### src/rtl/alu_op_sequencer.sv
// alu_op_sequencer
// Issue stage in front of an unclocked ripple-carry ALU. Operations {cmd,a,b}
// are queued in a small FIFO. The head operation is driven onto the ALU
// through registers and held for SETTLE_CYCLES edges so the carry chain can
// resolve. The ALU outputs are then captured, post-processed (SLT, flag
// masking, zero detect) and offered on a valid/ready result port.
//
// Ports
//   clk, rst_n                      clock, asynchronous active-low reset
//   in_valid/in_ready               operation handshake (in_ready = FIFO not full)
//   in_cmd, in_a, in_b              0 ADD,1 SUB,2 XOR,3 SLT,4 AND,5 NAND,6 NOR,7 OR
//   alu_cmd, alu_a, alu_b           registered operation driven to the ALU
//   alu_res, alu_carryout,
//   alu_overflow                    combinational ALU outputs
//   out_valid/out_ready             result handshake
//   out_res, out_carryout,
//   out_overflow, out_zero          captured result and flags
//   busy                            operation in flight or queued
module alu_op_sequencer #(
    parameter int WIDTH         = 32,
    parameter int DEPTH         = 4,
    parameter int SETTLE_CYCLES = 8
) (
    input  logic             clk,
    input  logic             rst_n,
    input  logic             in_valid,
    output logic             in_ready,
    input  logic [2:0]       in_cmd,
    input  logic [WIDTH-1:0] in_a,
    input  logic [WIDTH-1:0] in_b,
    output logic [2:0]       alu_cmd,
    output logic [WIDTH-1:0] alu_a,
    output logic [WIDTH-1:0] alu_b,
    input  logic [WIDTH-1:0] alu_res,
    input  logic             alu_carryout,
    input  logic             alu_overflow,
    output logic             out_valid,
    input  logic             out_ready,
    output logic [WIDTH-1:0] out_res,
    output logic             out_carryout,
    output logic             out_overflow,
    output logic             out_zero,
    output logic             busy
);

    localparam int PTR_W = (DEPTH > 1) ? $clog2(DEPTH) : 1;
    localparam int CNT_W = $clog2(DEPTH + 1);
    localparam int SET_W = (SETTLE_CYCLES > 1) ? $clog2(SETTLE_CYCLES) : 1;

    localparam logic [CNT_W-1:0] FULL        = CNT_W'(DEPTH);
    localparam logic [SET_W-1:0] SETTLE_INIT = SET_W'(SETTLE_CYCLES - 1);

    localparam logic [1:0] IDLE   = 2'd0;
    localparam logic [1:0] SETTLE = 2'd1;
    localparam logic [1:0] VALID  = 2'd2;

    localparam logic [2:0] CMD_ADD = 3'd0;
    localparam logic [2:0] CMD_SUB = 3'd1;
    localparam logic [2:0] CMD_SLT = 3'd3;

    // SLT is a subtraction; the true signed comparison is sign XOR overflow.
    function automatic logic [WIDTH-1:0] slt_result(input logic [WIDTH-1:0] diff,
                                                     input logic ovf);
        return {{(WIDTH-1){1'b0}}, diff[WIDTH-1] ^ ovf};
    endfunction

    logic [2:0]       fifo_cmd [DEPTH];
    logic [WIDTH-1:0] fifo_a   [DEPTH];
    logic [WIDTH-1:0] fifo_b   [DEPTH];
    logic [PTR_W-1:0] wr_ptr;
    logic [PTR_W-1:0] rd_ptr;
    logic [CNT_W-1:0] count;

    logic [1:0]       state;
    logic [SET_W-1:0] settle_cnt;
    logic [2:0]       op_cmd;     // original command of the op on the ALU

    logic             push;
    logic             pop;
    logic             fifo_empty;
    logic [WIDTH-1:0] cap_res;
    logic             cap_carry;
    logic             cap_ovf;

    assign fifo_empty = (count == '0);
    assign in_ready   = (count < FULL);
    assign push       = in_valid && in_ready;
    // Head leaves the FIFO when the ALU is free: from IDLE, or on the same
    // edge the previous result is handed off.
    assign pop        = !fifo_empty &&
                        ((state == IDLE) || ((state == VALID) && out_ready));
    assign busy       = (state != IDLE) || !fifo_empty;

    // FIFO storage: data only, pointers carry the reset.
    always_ff @(posedge clk) begin
        if (push) begin
            fifo_cmd[wr_ptr] <= in_cmd;
            fifo_a[wr_ptr]   <= in_a;
            fifo_b[wr_ptr]   <= in_b;
        end
    end

    always_ff @(posedge clk or negedge rst_n) begin
        if (!rst_n) begin
            wr_ptr <= '0;
            rd_ptr <= '0;
            count  <= '0;
        end else begin
            if (push) wr_ptr <= wr_ptr + 1'b1;
            if (pop)  rd_ptr <= rd_ptr + 1'b1;
            case ({push, pop})
                2'b10:   count <= count + 1'b1;
                2'b01:   count <= count - 1'b1;
                default: count <= count;
            endcase
        end
    end

    // Capture post-processing of the settled ALU outputs.
    always_comb begin
        cap_res   = alu_res;
        cap_carry = 1'b0;
        cap_ovf   = 1'b0;
        case (op_cmd)
            CMD_ADD, CMD_SUB: begin
                cap_carry = alu_carryout;
                cap_ovf   = alu_overflow;
            end
            CMD_SLT: cap_res = slt_result(alu_res, alu_overflow);
            default: ;
        endcase
    end

    // Issue / settle / capture sequencing.
    always_ff @(posedge clk or negedge rst_n) begin
        if (!rst_n) begin
            state        <= IDLE;
            settle_cnt   <= '0;
            op_cmd       <= '0;
            alu_cmd      <= '0;
            alu_a        <= '0;
            alu_b        <= '0;
            out_valid    <= 1'b0;
            out_res      <= '0;
            out_carryout <= 1'b0;
            out_overflow <= 1'b0;
            out_zero     <= 1'b0;
        end else begin
            case (state)
                IDLE: begin
                    if (pop) state <= SETTLE;
                end
                SETTLE: begin
                    if (settle_cnt != '0) begin
                        settle_cnt <= settle_cnt - 1'b1;
                    end else begin
                        out_res      <= cap_res;
                        out_carryout <= cap_carry;
                        out_overflow <= cap_ovf;
                        out_zero     <= (cap_res == '0);
                        out_valid    <= 1'b1;
                        state        <= VALID;
                    end
                end
                VALID: begin
                    if (out_ready) begin
                        out_valid <= 1'b0;
                        state     <= fifo_empty ? IDLE : SETTLE;
                    end
                end
                default: state <= IDLE;
            endcase

            if (pop) begin
                op_cmd     <= fifo_cmd[rd_ptr];
                alu_cmd    <= (fifo_cmd[rd_ptr] == CMD_SLT) ? CMD_SUB : fifo_cmd[rd_ptr];
                alu_a      <= fifo_a[rd_ptr];
                alu_b      <= fifo_b[rd_ptr];
                settle_cnt <= SETTLE_INIT;
            end
        end
    end

endmodule
### config.mk
export PLATFORM = sky130hd
export DESIGN_NAME = alu_op_sequencer
export DESIGN_NICKNAME = d
export VERILOG_FILES = /design/src/rtl/alu_op_sequencer.sv
export SDC_FILE = /design/constraint.sdc
export NUM_CORES = 1
export LEC_CHECK = 0
export CAP_MARGIN = 0
export CORE_AREA = 2 2 192 175
export DETAILED_ROUTE_END_ITERATION = 6
export DIE_AREA = 0 0 194 177
export PLACE_DENSITY_LB_ADDON = 0.08
export SLEW_MARGIN = 25
export SYNTH_ARGS = -nofsm -noshare
export SYNTH_HDL_FRONTEND = slang
export SYNTH_SLANG_ARGS = --single-unit
### constraint.sdc
create_clock -name clk -period 3.4 [get_ports clk]
set_clock_uncertainty 0.1 [all_clocks]
set_input_delay 0.51 -clock clk [delete_from_list [all_inputs] [get_ports clk]]
set_output_delay 0.51 -clock clk [all_outputs]
set_load 0.01 [all_outputs]
* Yosys cells after proc, flatten, opt, wreduce, memory -nomap -nowiden
Memory sizes are Yosys's and may differ from the RTL's. A register that Yosys moved wholly into a read port is not among the register bits. Cells that the tools add are included.
Storage, ports and cells: flip-flop bits (word level) 54, memory bits (writable) 268, input port bits 105, output and inout bits 105, word-level logic and storage cells 74, memories 3
Cells by class: add/sub/neg operators 5, order comparisons 1, eq/ne operators 10, muxes and demuxes 18, bitwise gates (word level) 2, reductions and logical operators 23
Memories:
- fifo_a | depth 4, bits a word 32, rd ports 1, clocked after Yosys merged registers in 1, wr ports 1, line 68 | logic [WIDTH-1:0] fifo_a [DEPTH];
- fifo_b | depth 4, bits a word 32, rd ports 1, clocked after Yosys merged registers in 1, wr ports 1, line 69 | logic [WIDTH-1:0] fifo_b [DEPTH];
- fifo_cmd | depth 4, bits a word 3, rd ports 1, clocked after Yosys merged registers in 0, wr ports 1, line 67 | logic [2:0] fifo_cmd [DEPTH];
Operators with widths (number):
- zero test 32 bit | 1
- two-way mux 32 bit | 1
- two-way mux 3 bit | 4
- nonzero test 2 bit | 5
- two-way mux 1 bit | 7
- equality test 3 x 2 -> 1 bit, second input constant | 2
- zero test 3 bit | 2
- two-way mux 2 bit | 3
- != test 2 bit, second input constant | 3
- case mux 2 bit (3 select lines) | 1
- case mux 3 bit (2 select lines) | 1
- AND reduction 3 bit | 2
- subtractor 3 x 1 -> 3 bit, second input constant | 2
- adder 2 x 1 -> 2 bit, second input constant | 2
- equality test 2 x 1 -> 1 bit, second input constant | 2
- equality test 2 bit, second input constant | 2
- AND reduction 2 bit | 2
- adder 3 x 1 -> 3 bit, second input constant | 1
- equality test 3 x 1 -> 1 bit, second input constant | 1
- logical AND 1 bit | 3
- zero test 1 bit | 3
- < comparator 3 bit, second input constant | 1
- nonzero test 3 bit | 1
- zero test 2 bit | 1
- other kinds (5) | 6

* Depth between registers and ports, before layout
word-level depth 6, gate-level depth with buffers 10, depth with buffers taken out 9

* Worst setup path after synthesis
Ideal clock, no wire load.
path kind input to register, start input in_valid, end memory fifo_a[0][0] (enable), setup time 432 ps, arrival 2453 ps, data required time 2868 ps, setup slack 414 ps, stages on the path 3, buffers on the path 1, cell sequence nor2b_1 clkbuf_1 and2_1
On the way: word-level cells in the longest chain between the ends 3
Ends and longest elaborated chain:
- start, declared | line 26 | input logic in_valid,
- logical AND 1 bit | line 87 | assign push = in_valid && in_ready;
- two-way mux 1 bit | line 96 | if (push) begin
- two-way mux 1 bit (not written as such) | line 98 | fifo_a[wr_ptr] <= in_a;
- end, declared | line 68
Every way passes these cells.

* Final worst setup path
start register count[0], end output busy
On the way: word-level cells in the longest chain between the ends 3
Ends and longest elaborated chain:
- start, declared | line 72 | logic [CNT_W-1:0] count;
- start signal, assigned | line 112 | 2'b10: count <= count + 1'b1;
- start signal, assigned | line 113 | 2'b01: count <= count - 1'b1;
- start signal, assigned | line 114 | default: count <= count;
- zero test 3 bit | line 85 | assign fifo_empty = (count == '0);
- zero test 1 bit | line 92 | assign busy = (state != IDLE) || !fifo_empty;
- logical OR 1 bit | line 92
- end, declared | line 43 | output logic busy
Every way passes these cells.

==> run metrics <==
unrepaired setup endpoints after global routing no; TritonCTS Sinks 386; Hold Slack 0.371 ns; Detailed Routing Iterations Pass 1 7; Tmin final 2.37 ns; first-pass GRT wire length 46,400 um; Setup Buffers After CTS 0; Initial Utilization 44.2%; Die W 194 um; fillers 2,590; most common cell after layout, fill and taps aside edfxtp_1; CTS tree built; fmax 421 MHz; pin count of the biggest net entering global routing 76; vias post-DR 7,585; Leakage 0.00687 uW; synthesis-stage register bit count 386; Max-Cap Viols 0; vias in the first global route 8,034; Mapped Nets 924; setup TNS 0 ns; post-route cell area 0.0184 mm^2; violated checks DRC; CP startpoint kind flip-flop; Placed Cells 1,421; post-detailed-route count of antenna-violating nets 0; Seq/Total Area, Yosys 76.6%; Cells after Synth 811; worst hold path type flip-flop to flip-flop; Final nets 1,157; RR Startpoint count[0]; EDFF count, synth 268; Antenna Cells 0; Placement Setup Slack 0.644 ns; die area 0.0343 mm^2; r2r setup slk 1.28 ns; Die Y 177 um; I/O Pins 210; Syn Area/Cell 17.7 um^2; WHS Endpoint alu_a[3]; Syn Std Cell Area 0.0144 mm^2; worst-case clock buffer depth 3; Synth async-reset ratio 30.6%; hold depth 2; Crit Reg-Reg Endpoint alu_a[14]; P&R area growth vs syn 27.8%; Reg clk slew, reported paths 0.06 ns; Worst Setup End Kind output port; routed length per instance 19.7 um; global route overflow 0; synth warn 0; post-route non-filler standard cell count 1,499; worst endpoint required time 2.79 ns; peak supply drop 482 uV; Total GRT Usage 17.5%; setup slack after layout 1.03 ns; Iteration-0 DRC Markers 533; # DRC 2; worst-skew pair later-pin latency 0.53 ns; Final Hold Viols 0; WP data arrival 1.76 ns; Main synth FF type edfxtp_1; Post-DP HPWL 17,200 um; max_slew headroom 35.9%; Placement Cell Area 0.0170 mm^2; Root Buffer clkbuf_16; layout cells sized above 1 14.0%; RePlAce Congestion 0.772; number of core rows 63; Worst R2R Path Depth 7; CP Class flip-flop to output port; FF/Latch Area 0.0110 mm^2; worst-margin pin slew 0.962 ns; area occupied by multi-input gates 0.00307 mm^2; CTS Buf Count 42; Routed WL 29,500 um; commonest non-fill, non-tap cells in the layout 268 x edfxtp_1, 220 x nand2_1, 208 x clkdlybuf4s50_1; initial antenna violation count 1; HP Start alu_a[3]; final critical-path share of the clock period 69.8%; power per cell area 863 mW/mm^2; crit-path max FO 3; Final Max Tran Viols 0; final setup vio count 0; port bufs 209; routed vias/inst 5.06; Distinct cells, synth 36; outcome finished with violations; total core area 0.0325 mm^2; htree depth 2
==> synth_stat cells (all sizes together) (3+ instances only) <==
master | count | area, um^2
a22o | 31 | 272
and2 | 4 | 25.0
buf | 31 | 229
clkbuf | 8 | 30.0
dfrtp | 118 | 2950
edfxtp | 268 | 8050
ha | 7 | 87.6
inv | 11 | 41.3
mux2i | 3 | 30.0
mux4 | 67 | 1520
nand2 | 220 | 826
nand2b | 3 | 18.8
nor2 | 4 | 22.5
nor2b | 3 | 18.8
nor4 | 7 | 43.8
o21ai | 7 | 35.0
xnor2 | 6 | 52.6
xor2 | 3 | 26.3
==> registers in the layout (all words and copies together) (netlist names) <==
register,flops
out_zero,1
out_valid,1
count,3
wr_ptr,2
alu_cmd,3
out_overflow,1
rd_ptr,2
alu_a,32
fifo_b,128
alu_b,32
settle_cnt,3
state,2
out_res,32
fifo_cmd,12
fifo_a,128
op_cmd,3
out_carryout,1
==> logic make-up after synthesis <==
logic type | count (synthesis) | synth area share (%)
flops | 386 | 76.6
simple gates | 247 | 6.93
mux | 70 | 10.8
buf+inv | 50 | 2.09
compound gates | 41 | 2.28
xor+xnor | 9 | 0.549
fa+ha+maj | 8 | 0.749
==> where the power goes <==
group | total [uW] | internal (uW) | switching, uW
Clock | 4360 | 2640 | 1730
Sequential | 6810 | 6200 | 615
Combinational | 4660 | 2490 | 2170
Total | 15800 | 11300 | 4510
==> critical path, stage by stage (launching register included) <==
cell	delay [ns]
dfrtp_1	0.40
nor3_1	0.27
nand2_1	0.09
clkdlybuf4s50_1	0.49
==> metrics by stage <==
step	utilization [%]	power (uW)
after global routing	56.5	16700
final	56.5	15800
after global placement	52.4	11700
after detailed placement	52.4	11700
after CTS	56.5	16100
after floorplan	-	9570
==> layer usage <==
metal	track usage, %	vias to the layer above	part of all wire (%)
li1	-	3495	-
met1	23.8	3838	45
met2	28.8	205	48
met3	4.13	45	6.0
met4	4.36	2	1.6
met5	0	-	0.031
==> repair_timing <==
action / in CTS / in global routing
hold buffers: 1 / 0
hold endpoints to repair: 71 / 0
resized for setup: 0 / 0
==> worst max path at each step <==
stage / startpoint / endpoint / slack [ns] / cells past startpoint
5_1_grt: count[0] / busy / 0.93 / 3
2_1_floorplan: in_valid / fifo_a[0][0] / 0.41 / 3
4_1_cts: count[0] / busy / 0.97 / 3
6_report: count[0] / busy / 1.03 / 3
3_5_place_dp: out_ready / alu_a[14] / 0.64 / 8
3_3_place_gp: in_valid / fifo_a[2][25] / 0.66 / 4
==> final cells by class <==
class | count | area share [%]
Timing Repair Buffer | 228 | 12.9
Clock inverter | 17 | 0.873
Inverter | 11 | 0.225
Multi-Input combinational cell | 375 | 16.7
Clock buffer | 60 | 6.43
Tap cell | 422 | 2.88
Sequential cell | 386 | 60.0
Power figures use the tool's default switching activity.
